### config.mk
export PLATFORM = sky130hd
export DESIGN_NAME = instr_encoder
export DESIGN_NICKNAME = d
export VERILOG_FILES = /design/src/rtl/instr_encoder.sv
export SDC_FILE = /design/constraint.sdc
export NUM_CORES = 1
export LEC_CHECK = 0
export BUFFER_PORTS_ARGS = -buffer_cell sky130_fd_sc_hd__buf_2
export CAP_MARGIN = 20
export CORE_ASPECT_RATIO = 0.75
export CORE_MARGIN = 1.5
export CORE_UTILIZATION = 45
export DETAILED_ROUTE_END_ITERATION = 16
export PLACE_DENSITY = 0.65
export SKIP_LAST_GASP = 1
export SLEW_MARGIN = 20
export SYNTH_ARGS = -nofsm -noshare
export SYNTH_HDL_FRONTEND = slang
export SYNTH_SLANG_ARGS = --single-unit
### constraint.sdc
create_clock -name clk -period 2.7 [get_ports clk]
set_input_delay 0.405 -clock clk [delete_from_list [all_inputs] [get_ports clk]]
set_output_delay 0.405 -clock clk [all_outputs]
set_load 0.03 [all_outputs]
### src/rtl/instr_encoder.sv
// instr_encoder: RV32I instruction encoder with a registered encode stage and
// a 4-entry in-order output FIFO.
//
// Ports:
//   clk, rst              clock, synchronous active-high reset
//   in_valid / in_ready   request handshake
//   fmt                   0 R, 1 I-ALU, 2 LOAD, 3 S, 4 B, 5 JAL, 6 JALR, 7 LUI, 8 AUIPC
//   rd, rs1, rs2          register fields
//   funct3, funct7        function fields
//   imm                   signed immediate / offset (full upper value for LUI/AUIPC)
//   out_valid / out_ready encoded-word handshake, out_instr is the FIFO head
//   err_valid, err_code   one-cycle reject pulse: 1 illegal fmt, 2 imm range, 3 misaligned
//   err_count             saturating count of rejected requests
//   fifo_level            output FIFO occupancy, 0-4
//
// Handshake: a transfer happens on a rising edge where valid && ready are both
// high. The producer holds its word stable while valid && !ready. in_ready is a
// function of registered state (gated by rst) and never of in_valid.
module instr_encoder (
    input  logic        clk,
    input  logic        rst,
    input  logic        in_valid,
    output logic        in_ready,
    input  logic [3:0]  fmt,
    input  logic [4:0]  rd,
    input  logic [4:0]  rs1,
    input  logic [4:0]  rs2,
    input  logic [2:0]  funct3,
    input  logic [6:0]  funct7,
    input  logic [31:0] imm,
    output logic        out_valid,
    input  logic        out_ready,
    output logic [31:0] out_instr,
    output logic        err_valid,
    output logic [1:0]  err_code,
    output logic [7:0]  err_count,
    output logic [2:0]  fifo_level
);

    localparam logic [3:0] F_R = 4'd0, F_I = 4'd1, F_LOAD = 4'd2, F_S = 4'd3,
                           F_B = 4'd4, F_JAL = 4'd5, F_JALR = 4'd6, F_LUI = 4'd7,
                           F_AUIPC = 4'd8;

    localparam logic [6:0] OP_R = 7'b0110011, OP_I = 7'b0010011, OP_LOAD = 7'b0000011,
                           OP_S = 7'b0100011, OP_B = 7'b1100011, OP_JAL = 7'b1101111,
                           OP_JALR = 7'b1100111, OP_LUI = 7'b0110111, OP_AUIPC = 7'b0010111;

    localparam logic [1:0] E_NONE = 2'd0, E_FMT = 2'd1, E_RANGE = 2'd2, E_ALIGN = 2'd3;

    // Encode (combinational, from the request fields)
    logic        fits12, fits13, fits21, misaligned;
    logic [31:0] enc_instr;
    logic [1:0]  enc_code;

    // A value fits in N signed bits when every bit from N-1 upward matches.
    assign fits12 = (&imm[31:11]) | ~(|imm[31:11]);
    assign fits13 = (&imm[31:12]) | ~(|imm[31:12]);
    assign fits21 = (&imm[31:20]) | ~(|imm[31:20]);
    // Branch/jump targets must land on a 32-bit instruction boundary; there
    // are no compressed instructions, so a 2-byte-aligned offset is rejected.
    assign misaligned = |imm[1:0];

    always_comb begin
        enc_instr = 32'd0;
        enc_code  = E_NONE;
        case (fmt)
            F_R: enc_instr = {funct7, rs2, rs1, funct3, rd, OP_R};
            F_I: begin
                enc_instr = {imm[11:0], rs1, funct3, rd, OP_I};
                if (!fits12) enc_code = E_RANGE;
            end
            F_LOAD: begin
                enc_instr = {imm[11:0], rs1, funct3, rd, OP_LOAD};
                if (!fits12) enc_code = E_RANGE;
            end
            F_S: begin
                enc_instr = {imm[11:5], rs2, rs1, funct3, imm[4:0], OP_S};
                if (!fits12) enc_code = E_RANGE;
            end
            F_B: begin
                enc_instr = {imm[12], imm[10:5], rs2, rs1, funct3, imm[4:1], imm[11], OP_B};
                if (!fits13)        enc_code = E_RANGE;
                else if (misaligned) enc_code = E_ALIGN;
            end
            F_JAL: begin
                enc_instr = {imm[20], imm[10:1], imm[11], imm[19:12], rd, OP_JAL};
                if (!fits21)        enc_code = E_RANGE;
                else if (misaligned) enc_code = E_ALIGN;
            end
            F_JALR: begin
                enc_instr = {imm[11:0], rs1, 3'b000, rd, OP_JALR};
                if (!fits12) enc_code = E_RANGE;
            end
            F_LUI: begin
                enc_instr = {imm[31:12], rd, OP_LUI};
                if (|imm[11:0]) enc_code = E_RANGE;
            end
            F_AUIPC: begin
                enc_instr = {imm[31:12], rd, OP_AUIPC};
                if (|imm[11:0]) enc_code = E_RANGE;
            end
            default: enc_code = E_FMT;
        endcase
    end

    // Stage 1: registered encode result
    logic        accept;
    logic        s1_valid;
    logic [31:0] s1_instr;
    logic [1:0]  s1_code;

    assign accept = in_valid && in_ready;

    always_ff @(posedge clk) begin
        if (rst) begin
            s1_valid <= 1'b0;
            s1_instr <= 32'd0;
            s1_code  <= E_NONE;
        end else begin
            s1_valid <= accept;
            if (accept) begin
                s1_instr <= enc_instr;
                s1_code  <= enc_code;
            end
        end
    end

    // Output FIFO
    logic [31:0] mem [4];
    logic [1:0]  wr_ptr, rd_ptr;
    logic [2:0]  level;
    logic        push, pop;

    assign push = s1_valid && (s1_code == E_NONE);
    assign pop  = out_valid && out_ready;

    always_ff @(posedge clk) begin
        if (push) mem[wr_ptr] <= s1_instr;
    end

    always_ff @(posedge clk) begin
        if (rst) begin
            wr_ptr <= 2'd0;
            rd_ptr <= 2'd0;
            level  <= 3'd0;
        end else begin
            if (push) wr_ptr <= wr_ptr + 2'd1;
            if (pop)  rd_ptr <= rd_ptr + 2'd1;
            case ({push, pop})
                2'b10:   level <= level + 3'd1;
                2'b01:   level <= level - 3'd1;
                default: level <= level;
            endcase
        end
    end

    // Error reporting
    always_ff @(posedge clk) begin
        if (rst) begin
            err_count <= 8'd0;
        end else if (err_valid && err_count != 8'hFF) begin
            err_count <= err_count + 8'd1;
        end
    end

    assign err_valid  = s1_valid && (s1_code != E_NONE);
    assign err_code   = err_valid ? s1_code : E_NONE;
    assign out_valid  = (level != 3'd0);
    assign out_instr  = out_valid ? mem[rd_ptr] : 32'd0;
    assign fifo_level = level;
    // Counting stage 1 as occupied reserves a FIFO slot for whatever it holds,
    // so the FIFO can never be pushed while full.
    assign in_ready   = !rst && ((level + {2'b00, s1_valid}) < 3'd4);

    always_ff @(posedge clk) begin
        if (!rst) begin
            assert (!(push && level == 3'd4));
            assert (!(pop && level == 3'd0));
        end
    end

endmodule

# Word level (Yosys, flattened, before mapping)
# Memories as Yosys holds them, arrays and structs flattened. A register that Yosys moved wholly into a read port is not among the register bits.
# Cells that the tools add are included.
word_totals:
  inputBits: 65
  ff_bits: 50
  elab_cells: 68
  memories: 1
  output_inout_bits: 48
  mem_bits_rw: 128
memory_table:
  columns: ["name", "words", "width", "rd", "rd_ports_with_merged_regs", "wr", "line_no", "rtl"]
  rows:
  - ["mem", 4, 32, 1, 1, 1, "129", "logic [31:0] mem [4];"]
classes:
  magnitude_cmp: 1
  n_addsub: 6
  n_mux: 14
  n_reduce_logical: 22
  bitwise_logic: 6
  n_eq_ne: 11
ops:
  columns: ["cell", "n"]
  rows:
  - ["case mux 32 bit (9 select lines)", 1]
  - ["2-to-1 mux 32 bit", 1]
  - ["OR reduction 12 bit", 2]
  - ["AND reduction 21 bit", 1]
  - ["OR reduction 21 bit", 1]
  - ["AND reduction 20 bit", 1]
  - ["OR reduction 20 bit", 1]
  - ["equality test 4 x 3 -> 1 bit, second input constant", 4]
  - ["2-to-1 mux 2 bit", 8]
  - ["AND reduction 12 bit", 1]
  - ["case mux 2 bit (5 select lines)", 1]
  - ["adder 8 x 1 -> 8 bit, second input constant", 1]
  - ["equality test 4 x 2 -> 1 bit, second input constant", 2]
  - ["inequality test 8 bit, second input constant", 1]
  - ["logical AND 1 bit", 6]
  - ["case mux 3 bit (2 select lines)", 1]
  - ["adder 2 x 1 -> 2 bit, second input constant", 2]
  - ["equality test 4 x 1 -> 1 bit, second input constant", 1]
  - ["equality test 4 bit, second input constant", 1]
  - ["logical NOT 4 bit", 1]
  - ["nonzero test 2 bit", 2]
  - ["OR reduction 2 bit", 2]
  - ["OR reduction 4 bit", 1]
  - ["adder 3 x 1 -> 3 bit", 1]
  - ["11 further kinds", 16]

# Depth between registers and ports, before layout
depth:
  ltp_word: 5
  depth_mapped: 8
  depth_no_buf: 8

# Least setup slack after synthesis
# OpenSTA, ideal clock, no wires.
synth_path:
  path_kind: "flip-flop to flip-flop"
  from: "register level[0] (netlist: fifo_level[0])"
  to: "register s1_instr[18]"
  required_ps: 2572
  path_stages_with_launch: 9
  setup_ps: 128
  n_path_buf: 1
  t_arrival_ps: 2193
  path_slack_ps: 379
  path_cell_list: "dfxtp_1 > nand4_1 > a21oi_1 > nand2_1 > inv_2 > clkbuf_1 > o221ai_1 > o21ai_1 > nor2_1"
synth_via:
  elab_chain_len: 4
synth_lines:
  columns: ["element", "line_no", "rtl"]
  rows:
  - ["start, declared", "131", "logic [2:0] level;"]
  - ["start signal, assigned", "150", "2'b10: level <= level + 3'd1;"]
  - ["start signal, assigned", "151", "2'b01: level <= level - 3'd1;"]
  - ["start signal, assigned", "152", "default: level <= level;"]
  - ["adder 3 x 1 -> 3 bit", "173", "assign in_ready = !rst && ((level + {2'b00, s1_valid}) < 3'd4);"]
  - ["less-than comparator 3 bit", "173", null]
  - ["logical AND 1 bit", "173", null]
  - ["named net in_ready", "23", "output logic in_ready,"]
  - ["logical AND 1 bit", "112", "assign accept = in_valid && in_ready;"]
  - ["end signal, assigned", "122", "s1_instr <= enc_instr;"]
  - ["end, declared", "109", "logic [31:0] s1_instr;"]
# The timed path passes the listed nets, and every way through them passes these cells.
# A chain may end at the register's enable or synchronous reset.

==> results by group <==
Logic synthesis
  – Ys Warns: 0
  – Synth area leaders: edfxtp_1 48%, dfxtp_1 13%, mux4_2 8.9%
  – Post-synth top flop: edfxtp_1
  – Average cell area after synthesis: 12.7 um2
  – XOR/XNOR Fraction of Synth Area: 1.34%
  – Combinational family with the most area after synthesis: simple AND/OR/NAND/NOR gates
  – Multiplexer area fraction after synthesis: 9.20%
  – Mapped Cells: 617
  – Syn_nets: 689
  – Area fraction of the dominant cell type after synthesis: 47.6%
  – Synthesized area: 0.00782 mm2
  – Async set or reset register ratio after synthesis: 0%
  – Yosys reg bits: 175
  – Post-synth top area cell: edfxtp_1
  – Post-Synth Adder-Cell Area: 1.22%
  – Compound-Gate Fraction of Synth Area: 11.1%
  – Post-synth cell types: 57
  – Seq/Total Area, Yosys: 60.7%
  – Number of synthesized flops with an enable pin: 124
  – Post-synthesis simple-gate area fraction: 13.8%

Worst setup path
  – Critical path class: register to output port
  – Worst-path cell chain: buf_12, mux4_2, and2_1, buf_2
  – WP data arrival: 2.00 ns
  – Reg-to-reg startpoint: fifo_level[0]
  – Worst path required time: 2.30 ns
  – Cell family with most CP delay: multiplexers
  – CP max stage delay: 0.54 ns
  – Reg2Reg Setup Slack: 0.64 ns
  – Buf+Inv Stages, Crit Path: 2
  – CP max-delay cell: mux4_2
  – Crit path max fanout: 31
  – Worst setup SP type: register
  – RR Endpoint: fifo_level[2]
  – Register-to-Register Path Depth: 8
  – Crit end category: output port

Power
  – Combinational power share: 26.1%
  – Cell Pwr Density: 819 mW/mm2
  – Max VDD drop: 0.388 mV
  – Leak: 3.31 nW
  – Sequential power share: 42.0%
  – Switching share of power: 31.2%
  – Pint: 0.00520 W
  – Part of the power in the clock network: 31.9%
  – Net Sw Power: 0.00236 W

Detailed routing
  – Drt initial violations: 765
  – Total detailed-routing wirelength: 19300 um
  – Via count: 5578
  – Remaining DRCs: 0
  – TritonRoute pass-1 iters: 6
  – ANT nets after route: 0
  – Routed length per instance: 20.3 um
  – Vias per std cell: 5.86

Placed design
  – DP Cell Count: 920
  – PortBufs: 112
  – Detailed Place HPWL: 13100 um
  – Routability cong.: 0.914

Clocking
  – H-tree levels: 4
  – Clock buffer depth: 2
  – CTS Buf Count: 17
  – CTS root buf: clkbuf_16
  – Hold Buf Count CTS: 0
  – Post_cts resized: 0
  – Skew-Pair Late Insertion Delay: 0.43 ns
  – Clock transition at path regs: 0.06 ns
  – # Post-CTS Setup Buffers: 0
  – CTS sink cnt: 175
  – TritonCTS clock tree: yes

Timing
  – # setup viols final: 0
  – Worst slew pin tran: 0.700 ns
  – RSZ-0062 raised after global routing: no
  – Period Utilization, post-route: 89.2%
  – Min cycle time layout: 2.41 ns
  – Clk_skew: 0.0124 ns
  – TNS Setup: 0 ns
  – Worst rel slew slack: 53.0%
  – Hold Vio Cnt, Final: 0
  – Fmax: 0.415 GHz
  – Max Slew Vio Count: 0

Hold path
  – Worst hold endpoint: s1_instr[31]
  – Hold Path Depth: 3
  – Min-delay worst type: input pin to register
  – Hold Crit Start: imm[31]

Floorplan
  – Initial core utilization: 46.2%
  – Die ar.: 0.0182 mm2
  – Die Y: 117 um
  – Num ports: 113
  – Core area: 0.0169 mm2
  – Num rows: 41
  – Die X-Extent: 155 um

GRT
  – Total GRT Usage: 22.0%
  – Largest net degree at the start of global routing: 49
  – First-pass GRT wire length: 29500 um
  – Initial antenna violation count: 0
  – Vias in the first global route: 5256
  – GR Overflow Total: 0

Final layout
  – Share of layout cells above drive strength 1: 27.3%
  – Syn-to-layout area delta: 18.0%
  – Layout Cells excl Fill: 952
  – ANT cells: 0
  – Commonest non-fill, non-tap cell in the layout: edfxtp_1
  – Commonest cells after routing, fill and taps aside: 124 x edfxtp_1, 112 x buf_2, 54 x nor2_1, 50 x dfxtp_1, 43 x a21oi_1
  – Fin nets: 796

Job
  – Max cap viols: 0

Status
  – Status: completed
[synth_stat cells, drive strengths merged (7+ instances only)]
cell type / count
a211oi: 17
a22oi: 8
inv: 9
nor2b: 15
clkbuf: 28
nor4: 12
mux4: 31
buf: 14
and2: 39
nand2: 34
o21ai: 22
dfxtp: 51
nor2: 54
xor2: 7
nand4: 9
a21oi: 43
o221ai: 9
edfxtp: 124
nor3: 19
[power groups by stage]
stage	Clock [W]	Combinational (W)	Sequential (W)
detailed placement	0	0.00199	0.00323
floorplan	0	0.00139	0.00321
CTS	0.00244	0.00199	0.00317
finish	0.00241	0.00197	0.00317
global route	0.00255	0.00213	0.00319
global placement	0	0.00197	0.00321
[through the flow]
step           power, W  hold slack [ns]  setup WS [ns]  utilization [%]  area (um2)
6_report        0.00755            0.319          0.292             54.5        9220
2_1_floorplan   0.00460            0.455          0.379                -        7820
3_5_place_dp    0.00522            0.497          0.500             51.0        8640
5_1_grt         0.00788            0.302          0.164             54.5        9220
4_1_cts         0.00761            0.285          0.254             54.5        9220
3_3_place_gp    0.00518            0.477          0.559             51.0        8640
[cells by family after synthesis]
logic type | Yosys count
XOR/XNOR | 12
multiplexers | 33
flip-flops | 175
AO/OA/AOI/OAI | 131
adder cells (fa/ha/maj) | 7
buffers and inverters | 51
AND/OR/NAND/NOR | 208
[per-layer routing]
metal	vias up	global-route usage [%]	part of all wire [%]
met1	2725	32.4	48
met4	0	6.60	1.1
met3	22	5.56	7.9
met2	267	32.5	43
met5	-	0	0
li1	2564	-	-
[sequential cells by signal, summed over array words and instances (netlist names), named ones only]
name,flops
s1_valid,1
err_count,8
wr_ptr,2
s1_instr,31
s1_code,2
fifo_level,3
rd_ptr,2
mem,124
[cell type report]
| class | count | area (um2) |
|---|---|---|
| Multi-Input combinational cell | 391 | 2870 |
| Sequential cell | 175 | 4750 |
| Clock buffer | 23 | 488 |
| Tap cell | 215 | 269 |
| Timing Repair Buffer | 130 | 721 |
| Fill cell | 1449 | 7700 |
| Clock inverter | 9 | 98.8 |
| Inverter | 9 | 33.8 |
[worst max path at each step]
| stage | start | endpoint | slack (ns) | cells after the start |
|---|---|---|---|---|
| 2_1_floorplan | fifo_level[0] | s1_instr[18] | 0.38 | 8 |
| 5_1_grt | register | out_instr[8] | 0.16 | 4 |
| 3_3_place_gp | fmt[0] | s1_code[1] | 0.56 | 6 |
| 6_report | register | out_instr[8] | 0.29 | 4 |
| 4_1_cts | register | out_instr[8] | 0.25 | 4 |
| 3_5_place_dp | fmt[0] | s1_code[1] | 0.50 | 6 |
[tightest hold or removal path, stage by stage]
cell and delay (ns):
buf_2 0.13, nand2_1 0.07, a311oi_1 0.09
Power figures use the tool's default switching activity.
